--- config.mk ---
export PLATFORM = sky130hd
export DESIGN_NAME = plexed_lane_mac
export DESIGN_NICKNAME = d
export VERILOG_FILES = /design/src/rtl/plexed_lane_mac.sv
export SDC_FILE = /design/constraint.sdc
export NUM_CORES = 1
export LEC_CHECK = 0
export ABC_AREA = 1
export CAP_MARGIN = 10
export CORE_ASPECT_RATIO = 1.5
export CORE_MARGIN = 3
export CORE_UTILIZATION = 50
export DETAILED_ROUTE_END_ITERATION = 10
export HOLD_SLACK_MARGIN = 0.05
export PLACE_DENSITY = 0.68
export SYNTH_ARGS = -nofsm -noshare
export SYNTH_HDL_FRONTEND = slang
export SYNTH_SLANG_ARGS = --single-unit
--- constraint.sdc ---
create_clock -name ACLK -period 5.6 [get_ports ACLK]
set_clock_uncertainty 0.2 [all_clocks]
set_input_delay 0.56 -clock ACLK [delete_from_list [all_inputs] [get_ports ACLK]]
set_output_delay 0.56 -clock ACLK [all_outputs]
set_load 0.02 [all_outputs]
--- src/rtl/plexed_lane_mac.sv ---
// plexed_lane_mac
//   Multi-lane signed dot-product MAC with ReLU / shift / saturate
//   post-processing. It is fed by an AXI-Stream packet made of one bias beat
//   followed by data beats. Each data beat carries LANES weight/activation
//   pairs. Results pass through an internal FWFT FIFO. Input acceptance is
//   credit-throttled, so the 3-stage pipeline never has to stall.
//
// Ports
//   ACLK, ARESET     clock (rising edge), asynchronous active-high reset
//   SD_AXIS_*        input stream. TDATA holds the bias, or lane i at
//                    [2*IN_W*i +: 2*IN_W] with the weight in the upper half.
//                    On the bias beat, TUSER[0] is the ReLU enable and
//                    TUSER[12:8] is the right-shift amount.
//   MO_AXIS_*        output stream, one single-beat packet per result
module plexed_lane_mac #(
  parameter int LANES     = 2,
  parameter int IN_W      = 8,
  parameter int ACC_W     = 32,
  parameter int OUT_W     = 32,
  parameter int OUT_DEPTH = 4,
  parameter int TUSER_W   = 32
) (
  input  logic                      ACLK,
  input  logic                      ARESET,
  input  logic                      SD_AXIS_TVALID,
  output logic                      SD_AXIS_TREADY,
  input  logic [2*IN_W*LANES-1:0]   SD_AXIS_TDATA,
  input  logic                      SD_AXIS_TLAST,
  input  logic [TUSER_W-1:0]        SD_AXIS_TUSER,
  output logic                      MO_AXIS_TVALID,
  input  logic                      MO_AXIS_TREADY,
  output logic [OUT_W-1:0]          MO_AXIS_TDATA,
  output logic                      MO_AXIS_TLAST
);

  localparam int PW = 2 * IN_W;          // one product / one lane slot
  localparam int DW = PW * LANES;        // beat width
  localparam int AW = $clog2(OUT_DEPTH);
  localparam int CW = AW + 1;

  localparam logic signed [ACC_W-1:0] SAT_MAX = ACC_W'({1'b0, {(OUT_W-1){1'b1}}});
  localparam logic signed [ACC_W-1:0] SAT_MIN = ~SAT_MAX;

  typedef enum logic {ST_BIAS, ST_DATA} pkt_state_t;

  // ---------------------------------------------------------------- input
  pkt_state_t state_q, state_d;
  logic       tready_q;
  logic       beat;
  logic       is_first;
  logic       tuser_unused;

  assign SD_AXIS_TREADY = tready_q;
  assign beat           = SD_AXIS_TVALID & tready_q;
  assign is_first       = (state_q == ST_BIAS);
  assign tuser_unused   = ^SD_AXIS_TUSER;

  always_ff @(posedge ACLK or posedge ARESET) begin
    if (ARESET) state_q <= ST_BIAS;
    else        state_q <= state_d;
  end

  always_comb begin
    state_d = state_q;
    if (beat) state_d = SD_AXIS_TLAST ? ST_BIAS : ST_DATA;
  end

  // Per-lane products, packed into the same slots as the input lanes.
  logic [DW-1:0] prod_vec;
  always_comb begin
    prod_vec = '0;
    for (int unsigned i = 0; i < LANES; i++) begin
      prod_vec[PW*i +: PW] = PW'($signed(SD_AXIS_TDATA[PW*i+IN_W +: IN_W])) *
                             PW'($signed(SD_AXIS_TDATA[PW*i +: IN_W]));
    end
  end

  // ------------------------------------------------------------------- S1
  // s1_data carries the raw bias on first beats and the products otherwise.
  // Both have the same width. The control fields are only used with first.
  logic          s1_valid, s1_first, s1_last, s1_relu;
  logic [4:0]    s1_shift;
  logic [DW-1:0] s1_data;

  always_ff @(posedge ACLK or posedge ARESET) begin
    if (ARESET) begin
      s1_valid <= 1'b0;
      s1_first <= 1'b0;
      s1_last  <= 1'b0;
      s1_relu  <= 1'b0;
      s1_shift <= '0;
      s1_data  <= '0;
    end else begin
      s1_valid <= beat;
      if (beat) begin
        s1_first <= is_first;
        s1_last  <= SD_AXIS_TLAST;
        s1_relu  <= SD_AXIS_TUSER[0];
        s1_shift <= SD_AXIS_TUSER[12:8];
        s1_data  <= is_first ? SD_AXIS_TDATA : prod_vec;
      end
    end
  end

  // ------------------------------------------------------------------- S2
  logic signed [ACC_W-1:0] lane_sum;
  always_comb begin
    lane_sum = '0;
    for (int unsigned i = 0; i < LANES; i++) begin
      lane_sum = lane_sum + ACC_W'($signed(s1_data[PW*i +: PW]));
    end
  end

  logic                    s2_valid, s2_first, s2_last, s2_relu;
  logic [4:0]              s2_shift;
  logic signed [ACC_W-1:0] s2_val;

  always_ff @(posedge ACLK or posedge ARESET) begin
    if (ARESET) begin
      s2_valid <= 1'b0;
      s2_first <= 1'b0;
      s2_last  <= 1'b0;
      s2_relu  <= 1'b0;
      s2_shift <= '0;
      s2_val   <= '0;
    end else begin
      s2_valid <= s1_valid;
      if (s1_valid) begin
        s2_first <= s1_first;
        s2_last  <= s1_last;
        s2_relu  <= s1_relu;
        s2_shift <= s1_shift;
        s2_val   <= s1_first ? ACC_W'($signed(s1_data)) : lane_sum;
      end
    end
  end

  // ------------------------------------------------------------------- S3
  // The control fields are latched with the bias and held for the whole packet.
  // The post stage samples acc_q/ctrl before the next packet's bias
  // overwrites them, because it is registered on the same edge.
  logic signed [ACC_W-1:0] acc_q;
  logic                    relu_q;
  logic [4:0]              shift_q;
  logic                    s3_last;

  always_ff @(posedge ACLK or posedge ARESET) begin
    if (ARESET) begin
      acc_q   <= '0;
      relu_q  <= 1'b0;
      shift_q <= '0;
      s3_last <= 1'b0;
    end else begin
      s3_last <= s2_valid & s2_last;
      if (s2_valid) begin
        acc_q <= s2_first ? s2_val : acc_q + s2_val;
        if (s2_first) begin
          relu_q  <= s2_relu;
          shift_q <= s2_shift;
        end
      end
    end
  end

  // ----------------------------------------------------------------- post
  logic signed [ACC_W-1:0] relu_val, shifted;
  logic        [OUT_W-1:0] sat_val;

  always_comb begin
    relu_val = (relu_q && acc_q[ACC_W-1]) ? '0 : acc_q;
    shifted  = relu_val >>> shift_q;
    if (shifted > SAT_MAX)      sat_val = SAT_MAX[OUT_W-1:0];
    else if (shifted < SAT_MIN) sat_val = SAT_MIN[OUT_W-1:0];
    else                        sat_val = shifted[OUT_W-1:0];
  end

  logic             post_valid;
  logic [OUT_W-1:0] post_data;

  always_ff @(posedge ACLK or posedge ARESET) begin
    if (ARESET) begin
      post_valid <= 1'b0;
      post_data  <= '0;
    end else begin
      post_valid <= s3_last;
      if (s3_last) post_data <= sat_val;
    end
  end

  // ----------------------------------------------------------------- FIFO
  logic [OUT_W-1:0] mem [OUT_DEPTH];
  logic [AW:0]      wr_ptr, rd_ptr;
  logic             fifo_empty, push, pop;

  assign fifo_empty     = (wr_ptr == rd_ptr);
  assign push           = post_valid;
  assign pop            = ~fifo_empty & MO_AXIS_TREADY;
  assign MO_AXIS_TVALID = ~fifo_empty;
  assign MO_AXIS_TLAST  = ~fifo_empty;
  assign MO_AXIS_TDATA  = fifo_empty ? '0 : mem[rd_ptr[AW-1:0]];

  always_ff @(posedge ACLK or posedge ARESET) begin
    if (ARESET) begin
      wr_ptr <= '0;
      rd_ptr <= '0;
    end else begin
      if (push) wr_ptr <= wr_ptr + 1'b1;
      if (pop)  rd_ptr <= rd_ptr + 1'b1;
    end
  end

  // Storage has no reset. The output is masked while the FIFO is empty.
  always_ff @(posedge ACLK) begin
    if (push) mem[wr_ptr[AW-1:0]] <= post_data;
  end

  // -------------------------------------------------------------- credits
  // One credit per packet, from TLAST acceptance until the result is popped.
  // Holding TREADY low at OUT_DEPTH credits keeps a FIFO slot reserved
  // for every packet still in flight.
  logic [CW-1:0] credits_q, credits_d;

  assign credits_d = credits_q + CW'(beat & SD_AXIS_TLAST) - CW'(pop);

  always_ff @(posedge ACLK or posedge ARESET) begin
    if (ARESET) begin
      credits_q <= '0;
      tready_q  <= 1'b0;
    end else begin
      credits_q <= credits_d;
      tready_q  <= (credits_d < CW'(OUT_DEPTH));
    end
  end

endmodule

# Yosys cells after proc, flatten, opt, wreduce, memory -nomap -nowiden
# Memory sizes are Yosys's and may differ from the RTL's.
# Index checks and enable logic that the tools add are counted.
# classes
addsub,6
n_mul,2
n_lt_le_gt_ge,3
n_eq_ne,1
n_shift,1
n_mux,10
n_bitwise,6
n_reduce_logical,2
# ops
op,n
2-to-1 mux 32 bit,7
adder 32 bit,1
> comparator 32 bit (second input constant),1
less-than comparator 32 bit (second input constant),1
multiplier 8 x 8 -> 16 bit,2
>>> shifter 32 x 5 -> 32 bit,1
adder 16 x 16 -> 17 bit,1
adder 3 x 1 -> 3 bit (second input constant),2
bitwise AND 1 bit,4
adder 3 x 1 -> 3 bit,1
equality test 3 bit,1
less-than comparator 3 bit (second input constant),1
2-to-1 mux 1 bit,3
subtractor 3 x 1 -> 3 bit,1
inverter 1 bit,2
AND reduction 2 bit,1
logical AND 1 bit,1
# word_totals
ff_bits,165
ramBits,128
inputBits,69
out_inout_bits,35
wordCells,55
n_memories,1
# memory_table
name,depth,word_bits,read_ports,rd_ports_with_merged_regs,wr,line_no,rtl
mem,4,32,1,0,1,191,logic [OUT_W-1:0] mem [OUT_DEPTH];

# Longest topological paths before layout
# logic_depth
depth_word,6
depth_mapped,22
depth_no_buf,21

# Worst setup path before layout
# Ideal clock, no wire load.
# synth_path
path_type,input -> register
start,input SD_AXIS_TDATA[8]
end,register s1_data[13]
setup_time_ns,0.123
arrival_ns,4.418
required_time_ns,5.277
path_slack_ns,0.859
stages,18
path_buffers,1
cell_sequence,clkbuf_1 or2_2 fa_1 fa_1 inv_1 fa_1 inv_1 fa_1 inv_1 ha_1 inv_1 nor3_1 nand2_1 nand3b_1 a21oi_1 xor2_1 o21ai_0 nand2_1
# synth_via
elab_chain_cells,2
# synth_lines
item,line_no,rtl
from (decl),27,"input logic [2*IN_W*LANES-1:0] SD_AXIS_TDATA,"
multiplier 8 x 8 -> 16 bit,73,prod_vec[PW*i +: PW] = PW'($signed(SD_AXIS_TDATA[PW*i+IN_W +: IN_W])) *
2-to-1 mux 32 bit,100,s1_data <= is_first ? SD_AXIS_TDATA : prod_vec;
to (signal assigned),100,
to (decl),83,logic [DW-1:0] s1_data;
# Every way passes these cells.
# A chain may end at the register's enable or synchronous reset.

# Final worst setup path
# layout_path
start,input SD_AXIS_TDATA[31]
end,register s1_data[31]
# layout_via
elab_chain_cells,2
# layout_lines
item,line_no
multiplier 8 x 8 -> 16 bit,73
2-to-1 mux 32 bit *,100
# Every way passes the cells marked *; elsewhere a longest branch is shown, timed or not.

==> flow_metrics.env <==
export IMPL_status="finished clean"
export IMPL_cts_root_buf="clkbuf_16"
export IMPL_cts_tree="built"
export IMPL_min_period_over_period_pct=87.81
export IMPL_cts_resized=0
export IMPL_fin_util_pct=56.57
export IMPL_antenna_left=0
export IMPL_cts_hold_buffers=0
export IMPL_place_ws_ns=0.1169
export IMPL_power_frac_seq_pct=24.7
export IMPL_tightest_slew_ns=1.095
export IMPL_wl_met1_um=20690
export IMPL_wl_met3_um=1482
export IMPL_synthArstFlopShare_pct=56.31
export IMPL_cts_buffer_depth=3
export IMPL_clock_power_share_pct=13.8
export IMPL_cp_max_fo=5
export IMPL_antenna_found_initial=0
export IMPL_grt_first_pass_wirelength_um=94920
export IMPL_htree_num_levels=1
export IMPL_netlist_instances=2846
export IMPL_hp_class="input pin to asynchronous set/reset pin"
export IMPL_max_cap_viol_count=0
export IMPL_holdWs_ns=0.2357
export IMPL_critPathCaptureType="flop"
export IMPL_synth_warnings=0
export IMPL_maxSlewHeadroom_pct=26.98
export IMPL_cts_setup_buffers=0
export IMPL_p_switching_uw=7393
export IMPL_numClockSinks=293
export IMPL_r2r_cells=4
export IMPL_synth_edff_count=128
export IMPL_mostFrequentLayoutCell="nand2_1"
export IMPL_area_delta_synth_final_pct=10.56
export IMPL_p_comb_share_pct=61.5
export IMPL_top_layer_used="met4"
export IMPL_drv_slew=0
export IMPL_reg2reg_slack_ns=2.26
export IMPL_grt_pass1_vias=18850
export IMPL_final_cell_mix="nand2_1 (800), inv_1 (435), nor2_1 (238)"
export IMPL_rsz0062_at_grt="false"
export IMPL_power_density_nw_per_um2=614.5
export IMPL_avgRoutedWirePerCell_um=17.06
export IMPL_first_pass_iters=8
export IMPL_finalWeightedCongestion=0.9825
export IMPL_synth_main_ff_cell="dfrtp_1"
export IMPL_grt_start_max_net_pins=104
export IMPL_p_leak_uw=0.01213
export IMPL_pin_count=104
export IMPL_portBuffers=77
export IMPL_crit_type="input pin to flop"
export IMPL_fmax_ghz=0.2034
export IMPL_worstPathRequired_ns=5.86
export IMPL_drt_initial_drc_count=868
export IMPL_worst_slack_ns=0.6827
export IMPL_overflow=0
export IMPL_finalWirelength_um=58950
export IMPL_core_area_um2=42480
export IMPL_r2r_end="post_data[22]"
export IMPL_internal_power_uw=7372
export IMPL_diodes=0
export IMPL_start_util_pct=51.16
export IMPL_min_period_ns=4.917
export IMPL_drive_gt1_share_pct=4.391
export IMPL_via_count=18560
export IMPL_finalSetupTns_ns=0
export IMPL_die_h_um=261.3
export IMPL_met2WireLength_um=33140
export IMPL_row_count=92
export IMPL_clkLatencyLatePin_ns=0.57
export IMPL_yosysSeqAreaShare_pct=36.69
export IMPL_cts_buffers=27
export IMPL_clk_pin_slew_ns=0.07
export IMPL_ys_seq_elements=293
export IMPL_nNetsFinal=3165
export IMPL_avgSynthCellArea_um2=7.636
export IMPL_drc=0
export IMPL_die_area_um2=46050
export IMPL_hold_viol_final=0
export IMPL_dieWidth_um=176.2
export IMPL_netlist_area_um2=21730
export IMPL_grt_total_usage_pct=25.76
export IMPL_reg2reg_from="s3_last"
export IMPL_p_sw_share_pct=50.07
export IMPL_setup_violations=0
export IMPL_peakVddDrop_mv=0.2879
export IMPL_startpoint_type="input pin"
export IMPL_synth_distinct_cells=41
export IMPL_dp_hpwl_um=45630
export IMPL_synth_fp_nets=3140
export IMPL_power_total_uw=14760
export IMPL_worstPathArrival_ns=5.17
export IMPL_routed_via_density=5.369
cell usage after synthesis (9+ instances only):
| cell | number | area, µm² |
|---|---|---|
| clkbuf_1 | 91 | 341.6 |
| nand3_1 | 215 | 1076 |
| edfxtp_1 | 128 | 3844 |
| nor2_1 | 239 | 897.1 |
| o21ai_0 | 175 | 875.8 |
| a21oi_1 | 132 | 660.6 |
| inv_1 | 440 | 1652 |
| xnor2_1 | 9 | 78.83 |
| nor3_1 | 10 | 50.05 |
| nand2_1 | 800 | 3003 |
| o221ai_1 | 9 | 78.83 |
| o211ai_1 | 34 | 255.2 |
| buf_2 | 17 | 85.08 |
| o21ai_1 | 20 | 100.1 |
| ha_1 | 112 | 1401 |
| dfrtp_1 | 165 | 4129 |
| buf_1 | 14 | 52.55 |
| fa_1 | 113 | 2262 |
| o21ai_2 | 12 | 105.1 |
| xor2_1 | 21 | 183.9 |
per-layer routing:
layer	up-vias	global-route usage [%]
met2	416	51.93
met1	8849	25.74
met4	0	14.13
met3	190	1.625
met5	-	0
li1	9100	-
logic make-up after synthesis:
group                    synth area share [%]
AND/OR/NAND/NOR                         24.19
buffers and inverters                   10.22
AO/OA/AOI/OAI                           10.84
flip-flops                              36.69
adder cells (fa/ha/maj)                 16.86
XOR/XNOR                                1.209
sequential cells by signal, summed over array words and instances (netlist names), 3 cells and up:
register   count
s1_shift       5
shift_q        5
post_data     32
wr_ptr         3
s2_shift       5
credits_q      3
acc_q         32
rd_ptr         3
s2_val        32
s1_data       32
mem          128
layout make-up:
cell class | instances | area (µm²)
clock buffers | 31 | 690.7
clock inverters | 19 | 289.0
fillers | 3943 | 18450
inverters | 449 | 1690
multi-input cells | 1976 | 11540
flip-flops and latches | 293 | 7974
well taps | 564 | 705.7
repair buffers | 124 | 1136
worst max-delay path: stages:
cell	delay (ns)
clkdlybuf4s50_1	0.55
nand2_1	0.18
inv_1	0.10
fa_1	0.60
inv_1	0.19
fa_1	0.57
inv_1	0.06
fa_1	0.53
inv_1	0.06
fa_1	0.52
inv_1	0.04
ha_1	0.34
nand2_1	0.12
nor3_1	0.22
nand3_1	0.12
nand3_1	0.14
inv_1	0.05
nand2_1	0.06
nand3_1	0.06
nand2_1	0.07
nand2_1	0.04
power groups by stage:
| stage | clock network, µW | logic, µW | registers (µW) |
|---|---|---|---|
| 3_5_place_dp | 0 | 9050 | 3690 |
| 6_report | 2030 | 9080 | 3650 |
| 3_3_place_gp | 0 | 8900 | 3650 |
| 2_1_floorplan | 0 | 6690 | 3390 |
| 4_1_cts | 2060 | 9100 | 3650 |
| 5_1_grt | 2140 | 10300 | 3730 |
through the flow:
step / instances / area (µm²)
after global routing: 3456 / 24030
final: 3456 / 24030
after global placement: 3406 / 23050
after CTS: 3456 / 24030
after floorplan: 2846 / 21730
after detailed placement: 3406 / 23050
worst max-delay path by stage:
stage / to / depth (start not counted) / startpoint / slack (ns)
floorplan: SD_AXIS_TREADY / 1 / ARESET / 0.38
global placement: s1_data[31] / 21 / SD_AXIS_TDATA[31] / 0.17
detailed placement: s1_data[31] / 21 / SD_AXIS_TDATA[31] / 0.12
CTS: s1_data[31] / 21 / SD_AXIS_TDATA[31] / 0.68
global route: s1_data[31] / 21 / SD_AXIS_TDATA[31] / 0.41
finish: s1_data[31] / 21 / SD_AXIS_TDATA[31] / 0.68
No activity file was read; power rests on OpenSTA's default activity.
